--- src/rtl/emu_byte_fifo.sv ---
// Small byte FIFO carrying console output to the host sink. Push and pop
// may happen in the same cycle; the extra pointer bit tells full from empty.
module emu_byte_fifo #(
  parameter int DEPTH = 4
) (
  input  logic       clk,
  input  logic       rst,
  input  logic       push,
  input  logic [7:0] push_data,
  output logic       full,
  output logic       valid,
  input  logic       ready,
  output logic [7:0] data
);

  localparam int AW = $clog2(DEPTH);

  logic [AW:0] wr_ptr;
  logic [AW:0] rd_ptr;
  logic [7:0]  mem [DEPTH];
  logic        do_push;
  logic        do_pop;

  assign valid   = (wr_ptr != rd_ptr);
  assign full    = (wr_ptr[AW] != rd_ptr[AW]) && (wr_ptr[AW-1:0] == rd_ptr[AW-1:0]);
  assign data    = mem[rd_ptr[AW-1:0]];
  assign do_push = push && !full;
  assign do_pop  = valid && ready;

  // Pointer update; the only state that reset has to clear.
  always_ff @(posedge clk or posedge rst) begin
    if (rst) begin
      wr_ptr <= '0;
      rd_ptr <= '0;
    end else begin
      if (do_push) wr_ptr <= wr_ptr + 1'b1;
      if (do_pop)  rd_ptr <= rd_ptr + 1'b1;
    end
  end

  // Entry storage.
  // NOTE: storage is deliberately left out of reset; the pointers alone say
  // which entries are live, and a reset would stop RAM inference.
  always_ff @(posedge clk) begin
    if (do_push) mem[wr_ptr[AW-1:0]] <= push_data;
  end

endmodule

--- config.mk ---
export PLATFORM = sky130hd
export DESIGN_NAME = emu_byte_fifo
export DESIGN_NICKNAME = d
export VERILOG_FILES = /design/src/rtl/emu_byte_fifo.sv
export SDC_FILE = /design/constraint.sdc
export NUM_CORES = 1
export LEC_CHECK = 0
export ABC_AREA = 1
export ABC_CLOCK_PERIOD_IN_PS = 2600
export CORE_MARGIN = 4
export CORE_UTILIZATION = 40
export CTS_BUF_LIST = sky130_fd_sc_hd__clkbuf_16
export CTS_CLUSTER_DIAMETER = 60
export DETAILED_ROUTE_END_ITERATION = 10
export PLACE_DENSITY = 0.7
export SYNTH_ARGS = -nofsm -noshare
export SYNTH_HDL_FRONTEND = slang
export SYNTH_SLANG_ARGS = --single-unit
--- constraint.sdc ---
create_clock -name clk -period 2.6 [get_ports clk]
set_clock_uncertainty 0.15 [all_clocks]
set_input_delay 0.78 -clock clk [delete_from_list [all_inputs] [get_ports clk]]
set_output_delay 0.78 -clock clk [all_outputs]
set_load 0.1 [all_outputs]
; After elaboration in Yosys (flattened, before gate mapping)
; Memory sizes are Yosys's and may differ from the RTL's.
; Index checks and enable logic that the tools add are counted.
; W data, S select, Z words.
[classes]
n_reduce_logical = 4
addsub = 2
n_div = 0
n_eq_ne = 3
n_bitwise = 0
mux = 2
magnitude_cmp = 0
shifts = 0
multipliers = 0
[op_table]
columns = op, n
row1 = $add A3 B1 Y3 const B, 2
row2 = $logic_and A1 B1 Y1, 3
row3 = $ne A3 B3 Y1, 1
row4 = $eq A2 B2 Y1, 1
row5 = $mux W1, 2
row6 = $logic_not A1 Y1, 1
row7 = $ne A1 B1 Y1, 1
[word_totals]
latchBits = 0
mem_bits_rw = 32
register_bits = 6
out_inout_bits = 10
in_bits = 12
wordCells = 14
memories = 1
romBits = 0
[memory_table]
columns = memory, words, width, rd, rd_ports_with_merged_regs, write_ports, line
row1 = mem, 4, 8, 1, 0, 1, 20  ; logic [7:0] mem [DEPTH];

; Longest topological paths before layout
; Gate-level depths: netlist of the first run.
[depth]
word_depth = 6
mapped_depth = 8
mapped_depth_nobuf = 7

; Worst setup path after synthesis of the first run
; OpenSTA, ideal clock, no wires.
[synth_timing]
path_kind = reg2out
from = register rd_ptr[0]
to = output port data[6]
t_required_ns = 1.670
t_arrival_ns = 2.312
path_slack_ns = -0.642
path_buffers = 2
path_stages_with_launch = 6
path_cell_list = dfrtp_1 buf_6 inv_4 buf_2 o21ai_0 o22ai_1
[synth_via]
elab_chain_cells = 1
[synth_rtl]
columns = element, line
row1 = from (decl), 19  ; logic [AW:0] rd_ptr;
row2 = from (signal assigned), 37  ; if (do_pop) rd_ptr <= rd_ptr + 1'b1;
row3 = $mem_v2 Z4 W8, -
row4 = to (decl), 13  ; output logic [7:0] data
; Every way passes these cells.

; Final worst setup path of the first run
[layout_timing]
from = register rd_ptr[0]
to = output port data[5]
; Same word-level chain as after synthesis.

==> out/qor.log, run 1 <==
INFO  global_routing globalRouteTotalUtil=13.0%
INFO  route          dr.pass1.iters=4
INFO  cts            ctsRootBufferMaster=sky130_fd_sc_hd__clkbuf_16
INFO  route          detail_route.wl_per_cell=14.2µm
INFO  timing         tns=0ps
INFO  timing         fmaxAchievable=399MHz
INFO  place          io_buffers=21
INFO  die            fp.dieW=72.4µm
INFO  global_routing global_route_wire_length_before_repair=4990µm
INFO  final_layout   n_fill_cell=296
INFO  route          post_drt_via_cell_ratio=4.90
INFO  place          hpwlAfterDp=2210µm
INFO  yosys          ys_top_cells_by_area=sky130_fd_sc_hd__edfxtp_1 (58%), sky130_fd_sc_hd__dfrtp_1 (9.1%), sky130_fd_sc_hd__o21ai_0 (4.8%), sky130_fd_sc_hd__nand2_1 (4.8%), sky130_fd_sc_hd__nor2_1 (4.5%)
INFO  min_path       hold_path_startpoint=rd_ptr[2]$_DFFE_PP0P_
INFO  global_routing first_global_vias=1,049
INFO  final_layout   area.growth.synth_to_final=38.1%
INFO  setup_path     critPathMaxStageDelay=460ps
INFO  timing         fin_crit_sh=96.3%
INFO  yosys          postSynth.asyncResetShare=15.8%
INFO  route          drc=0
INFO  global_routing largest_net_degree_at_the_start_of_global_routing=19
INFO  cts            skew_pair_late_insertion_delay=270ps
INFO  setup_path     r2r_setup_slk=850ps
INFO  setup_path     crit_fanout=18
INFO  min_path       timing.hold.worst_endpoint=rd_ptr[2]$_DFFE_PP0P_
INFO  yosys          ys.warnings.count=0
INFO  setup_path     regToRegEndpoint=mem[1][0]$_DFFE_PP_
INFO  final_layout   share_of_post_route_cells_with_drive_strength_above_1=22.9%
INFO  route          wl_met3=74µm
INFO  cts            cts-root-to-sink-buffers=2
INFO  setup_path     r2r-start=rd_ptr[0]$_DFFE_PP0P_
INFO  setup_path     timing.critical_path.cells=clkinv_4 -> o21ai_0 -> o22ai_4 -> buf_12
INFO  yosys          synth_enable_flop_cells=32
INFO  route          highest-signal-layer=met4
INFO  cts            cts_tree=yes
INFO  setup_path     sort_of_element_at_the_end_of_the_critical_path=output port
INFO  timing         final-max-slew-violation-count=0
INFO  yosys          syn-instance-count=139
INFO  cts            clkSlewWorstSetupHoldPaths=50ps
INFO  route          num_vias=1,079
INFO  setup_path     kind_of_launch_point_of_the_worst_setup_path=flop
INFO  global_routing globalRouteOverflowTotal=0
INFO  yosys          synthFlopType=sky130_fd_sc_hd__edfxtp_1
INFO  die            die_h=72.4µm
INFO  cts            cts-hold-fix-buffers=0
INFO  yosys          net_count_after_synthesis=156
INFO  setup_path     timing_worst_setup_path_type=reg2out
INFO  timing         maxSlewHeadroom=75.5%
INFO  die            floorplan_row_count=23
INFO  setup_path     worstPathArrival=1570ps
INFO  yosys          yosysTopAreaCellShare=58.0%
INFO  timing         hold_viol_final=0
INFO  yosys          yosys.area.top_type=sky130_fd_sc_hd__edfxtp_1
INFO  route          drt_iter0_drc=96
INFO  cts            htree_num_levels=2
INFO  timing         grt_setup_unrepaired=false
INFO  status         outcome=finished, final reports clean
INFO  cts            cts_sinks=38
INFO  place          gp_congestion=0.724
INFO  final_layout   nets=186
INFO  timing         max_slew.worst_pin.slew=364ps
INFO  setup_path     crit_path_top_delay_cell=sky130_fd_sc_hd__dfrtp_2
INFO  route          wl_met2=1730µm
INFO  yosys          post_synth_num_cell_types=17
INFO  setup_path     reg2reg_path_depth=7
INFO  global_routing antenna_found_initial=0
INFO  die            die-area=5240µm²
INFO  route          postRouteAntennaNets=0
INFO  die            core_area=4000µm²
INFO  final_layout   antenna_cells=0
INFO  yosys          synth_sequential_area_ratio=67.0%
INFO  yosys          synth_area=1660µm²
INFO  setup_path     worst_ep_required_time=1670ps
INFO  timing         period_minus_slack=2500ps
INFO  route          route.final.wire_length=3130µm
INFO  timing         timing.final.setup_violations=0
INFO  yosys          syn_area_per_cell=11.9µm²
INFO  die            io-pin-count=22
INFO  run            number_of_max_capacitance_violations_reported=0
INFO  route          met1Wirelength=1280µm
INFO  min_path       holdCritPathClass=reg2reg
INFO  yosys          synth.ff_latch_count=38
INFO  die            initial_utilization=41.4%
INFO  min_path       min_delay_path_depth=2
INFO  cts            cts_buffers=5
## worst max-delay path: cells and delay by family (launching register included)
| kind | cells | cell delay, ps |
|---|---|---|
| buf+inv | 2 | 360 |
| flops | 1 | 460 |
| compound gates | 2 | 480 |
## flip-flops by register name (all words and copies together), names as in the netlist
signal,cells
mem,32
rd_ptr,3
wr_ptr,3
## routing by layer
metal	vias to the layer above	GRT usage (%)
li1	541	-
met1	520	14.6
met2	14	22.6
met3	4	3.74
met4	0	5.94
met5	-	0
## cell families (layout without fill, tap and decap cells)
logic type,Yosys count,count (layout),share of synthesized area [%]
xor gates and xnor gates,2,2,1.06
and+or+nand+nor,54,54,15.7
AOI/OAI and AO/OA,24,24,7.85
buffers and inverters,16,47,4.60
adders and majority gates,5,5,3.77
DFF,38,38,67.0
## cell usage after synthesis (2+ instances only)
cell,n
sky130_fd_sc_hd__nor2_1,20
sky130_fd_sc_hd__inv_1,11
sky130_fd_sc_hd__buf_2,2
sky130_fd_sc_hd__xor2_1,2
sky130_fd_sc_hd__nand2_2,3
sky130_fd_sc_hd__nand2_1,21
sky130_fd_sc_hd__o21ai_0,16
sky130_fd_sc_hd__o22ai_1,8
sky130_fd_sc_hd__ha_1,5
sky130_fd_sc_hd__edfxtp_1,32
sky130_fd_sc_hd__nand3_1,6
sky130_fd_sc_hd__nand2_4,2
sky130_fd_sc_hd__nand3_4,2
sky130_fd_sc_hd__dfrtp_1,6
## per-stage QoR
stage          area [µm²]  utilization (%)  hold WS [ps]  instances  setup WS [ps]
3_5_place_dp         2150             53.7           401        212            305
3_3_place_gp         2150             53.7           390        212            347
6_report             2290             57.2           412        220           96.7
2_1_floorplan        1760                -           360        139         -0.694
4_1_cts              2290             57.1           411        220           11.2
5_1_grt              2290             57.2           439        220           28.3
## cell type report
class / instances / area [µm²] / share of cell area, %
clock buffers: 5 / 125 / 5.46
repair buffers: 27 / 355 / 15.5
well taps: 50 / 62.6 / 2.73
clock inverters: 3 / 11.3 / 0.492
flip-flops and latches: 38 / 1110 / 48.6
multi-input cells: 85 / 573 / 25.0
inverters: 12 / 50.0 / 2.19
## timing repair
item,CTS,global route
endpoints found under the setup margin,0,5
gates resized for setup,0,5
buffers inserted,0,0
## how the worst max path moves through the flow
stage	from	to	slack, ps	depth (start not counted)
after floorplan	rd_ptr[0]$_DFFE_PP0P_	data[6]	-0.7	5
after global placement	rd_ptr[0]$_DFFE_PP0P_	data[0]	350	4
after detailed placement	rd_ptr[0]$_DFFE_PP0P_	data[3]	300	4
after CTS	rd_ptr[0]$_DFFE_PP0P_	data[3]	10	4
after global routing	rd_ptr[0]$_DFFE_PP0P_	data[7]	30	4
final	rd_ptr[0]$_DFFE_PP0P_	data[5]	100	4
## placed cells by master, fill, tap and decap left out
| cell type | count |
|---|---|
| sky130_fd_sc_hd__inv_1 | 12 |
| sky130_fd_sc_hd__dfrtp_1 | 5 |
| sky130_fd_sc_hd__nor2_1 | 20 |
| sky130_fd_sc_hd__o21ai_1 | 2 |
| sky130_fd_sc_hd__inv_2 | 1 |
| sky130_fd_sc_hd__o21ai_0 | 14 |
| sky130_fd_sc_hd__o22ai_4 | 7 |
| sky130_fd_sc_hd__xor2_1 | 2 |
| sky130_fd_sc_hd__nand2_2 | 3 |
| sky130_fd_sc_hd__buf_4 | 6 |
| sky130_fd_sc_hd__nand3_1 | 6 |
| sky130_fd_sc_hd__nand2_4 | 2 |
| sky130_fd_sc_hd__o22ai_2 | 1 |
| sky130_fd_sc_hd__buf_12 | 10 |
| sky130_fd_sc_hd__clkdlybuf4s50_1 | 11 |
| sky130_fd_sc_hd__dfrtp_2 | 1 |
| sky130_fd_sc_hd__ha_1 | 5 |
| sky130_fd_sc_hd__clkbuf_16 | 5 |
| sky130_fd_sc_hd__clkinv_4 | 1 |
| sky130_fd_sc_hd__nand3_4 | 2 |
| sky130_fd_sc_hd__edfxtp_1 | 32 |
| sky130_fd_sc_hd__nand2_1 | 21 |
| sky130_fd_sc_hd__clkinv_1 | 1 |
Power of run 1 is not shown: default switching activity piles up to over one toggle a cycle in this logic, so the estimate is an artifact.
==> run 2, diff against run 1 <==
MAX_ROUTING_LAYER = met4   (was unset)
==> out/qor.log, run 2 (synthesis gave the netlist of run 1 again) <==
INFO  status         outcome=finished, final reports clean
INFO  route          wl_met2=1720µm [-0.58%]
INFO  die            initial_utilization=41.4% [unchanged]
INFO  final_layout   share_of_post_route_cells_with_drive_strength_above_1=22.9% [unchanged]
INFO  die            core_area=4000µm² [unchanged]
INFO  die            fp.dieW=72.4µm [unchanged]
INFO  place          io_buffers=21 [unchanged]
INFO  global_routing first_global_vias=1,048 [-0.095%]
INFO  min_path       holdCritPathClass=reg2reg
INFO  setup_path     worstPathArrival=1570ps [about the same]
INFO  route          drt_iter0_drc=96 [unchanged]
INFO  cts            ctsRootBufferMaster=sky130_fd_sc_hd__clkbuf_16
INFO  min_path       min_delay_path_depth=2 [unchanged]
INFO  cts            cts-root-to-sink-buffers=2 [unchanged]
INFO  route          detail_route.wl_per_cell=14.3µm [+0.42%]
INFO  die            io-pin-count=22 [unchanged]
INFO  timing         maxSlewHeadroom=75.5% [unchanged]
INFO  min_path       timing.hold.worst_endpoint=rd_ptr[2]$_DFFE_PP0P_
INFO  cts            cts_tree=yes
INFO  final_layout   area.growth.synth_to_final=38.1% [unchanged]
INFO  final_layout   finish.utilization=57.2% [unchanged]
INFO  setup_path     r2r-start=rd_ptr[0]$_DFFE_PP0P_
INFO  timing         hold_viol_final=0 [unchanged]
INFO  route          met1Wirelength=1280µm [-0.31%]
INFO  route          postRouteAntennaNets=0 [unchanged]
INFO  place          place_ws=305ps [unchanged]
INFO  die            floorplan_row_count=23 [unchanged]
INFO  setup_path     r2r_setup_slk=860ps [about the same]
INFO  setup_path     crit_fanout=18 [unchanged]
INFO  cts            postCtsResizedCells=0 [unchanged]
INFO  timing         period_minus_slack=2500ps [-0.678 ps]
INFO  global_routing global_route_wire_length_before_repair=4990µm [unchanged]
INFO  timing         setup_ws=97.4ps [+0.678 ps]
INFO  cts            clkSlewWorstSetupHoldPaths=50ps [about the same]
INFO  final_layout   largest_register_ffs=32 [unchanged]
INFO  cts            cts-hold-fix-buffers=0 [unchanged]
INFO  route          highest-signal-layer=met4
INFO  cts            cts_sinks=38 [unchanged]
INFO  route          post_drt_via_cell_ratio=4.89 [-0.28%]
INFO  route          drc=0 [unchanged]
INFO  timing         max_slew.worst_pin.slew=364ps [+0.000238 ps]
INFO  min_path       hold_path_startpoint=rd_ptr[2]$_DFFE_PP0P_
INFO  setup_path     sort_of_element_at_the_end_of_the_critical_path=output port
INFO  final_layout   most_common_library_cell_in_the_layout_ignoring_fill_and_taps=sky130_fd_sc_hd__edfxtp_1
INFO  setup_path     timing_worst_setup_path_type=reg2out
INFO  timing         grt_setup_unrepaired=false
INFO  run            number_of_max_capacitance_violations_reported=0 [unchanged]
INFO  cts            skew_pair_late_insertion_delay=270ps [about the same]
INFO  final_layout   nets=186 [unchanged]
INFO  timing         fin_crit_sh=96.3% [about the same]
INFO  final_layout   most-common-layout-cells=sky130_fd_sc_hd__edfxtp_1 (32), sky130_fd_sc_hd__nand2_1 (21), sky130_fd_sc_hd__nor2_1 (20)
INFO  global_routing antenna_found_initial=0 [unchanged]
INFO  global_routing globalRouteOverflowTotal=0 [unchanged]
INFO  route          num_vias=1,076 [-0.28%]
INFO  setup_path     worst_ep_required_time=1670ps [about the same]
INFO  timing         timing.final.setup_violations=0 [unchanged]
INFO  place          hpwlAfterDp=2210µm [unchanged]
INFO  timing         tns=0ps [unchanged]
INFO  global_routing globalRouteTotalUtil=13.4% [+0.39 points]
INFO  timing         fmaxAchievable=400MHz [about the same]
INFO  die            die-area=5240µm² [unchanged]
INFO  place          gp_congestion=0.732 [+1.2%]
INFO  final_layout   antenna_cells=0 [unchanged]
INFO  setup_path     reg2reg_path_depth=7 [unchanged]
INFO  global_routing largest_net_degree_at_the_start_of_global_routing=19 [unchanged]
INFO  setup_path     kind_of_launch_point_of_the_worst_setup_path=flop
INFO  cts            htree_num_levels=2 [unchanged]
INFO  die            die_h=72.4µm [unchanged]
INFO  setup_path     regToRegEndpoint=mem[3][6]$_DFFE_PP_
INFO  route          dr.pass1.iters=4 [unchanged]
INFO  cts            cts_buffers=5 [unchanged]
INFO  route          wl_met3=88µm [+19%]
INFO  route          route.final.wire_length=3140µm [+0.42%]
INFO  timing         final-max-slew-violation-count=0 [unchanged]
INFO  cts            post_cts.repair.setup_buffers=0 [unchanged]
[run 2: cell counts in the layout (fill, tap and decap cells not counted)]
Identical to the previous run, type by type.
[run 2: worst max-delay path: stages, from the launching register on]
cell and delay (ps):
sky130_fd_sc_hd__dfrtp_2 460, sky130_fd_sc_hd__clkinv_4 170, sky130_fd_sc_hd__o21ai_0 350, sky130_fd_sc_hd__o22ai_4 130, sky130_fd_sc_hd__buf_12 190
[run 2: how the worst max path moves through the flow]
stage | endpoint | startpoint | cells after the start
after floorplan | data[6] | rd_ptr[0]$_DFFE_PP0P_ | 5
after global placement | data[0] | rd_ptr[0]$_DFFE_PP0P_ | 4
after detailed placement | data[3] | rd_ptr[0]$_DFFE_PP0P_ | 4
after CTS | data[3] | rd_ptr[0]$_DFFE_PP0P_ | 4
after global routing | data[7] | rd_ptr[0]$_DFFE_PP0P_ | 4
final | data[5] | rd_ptr[0]$_DFFE_PP0P_ | 4
[run 2: routing by layer]
metal / up-vias / global-route usage (%)
li1: 541 / -
met4: 0 / 5.94
met1: 517 / 14.6
met3: 4 / 3.74
met2: 14 / 22.6
met5: - / -
[run 2: area by class of cell]
type / count / area [µm²]
Multi-Input combinational cell: 85 / 573
Fill cell: 296 / 1710
Timing Repair Buffer: 27 / 355
Inverter: 12 / 50.0
Sequential cell: 38 / 1110
Clock inverter: 3 / 11.3
Clock buffer: 5 / 125
Tap cell: 50 / 62.6
[run 2: stage by stage]
stage	cell area [µm²]	hold slack [ps]	instances
after floorplan	1760	360	139
after global placement	2150	390	212
after detailed placement	2150	401	212
after CTS	2290	411	220
after global routing	2290	439	220
final	2290	411	220
Power of run 2 is left out for the same reason.
==> run 3, diff against run 2 <==
CTS_CLUSTER_SIZE = 24   (was unset)
==> results of run 3 <==
Final layout, timing and power as in run 2 (identical DEF).
Power of run 3 is left out for the same reason.
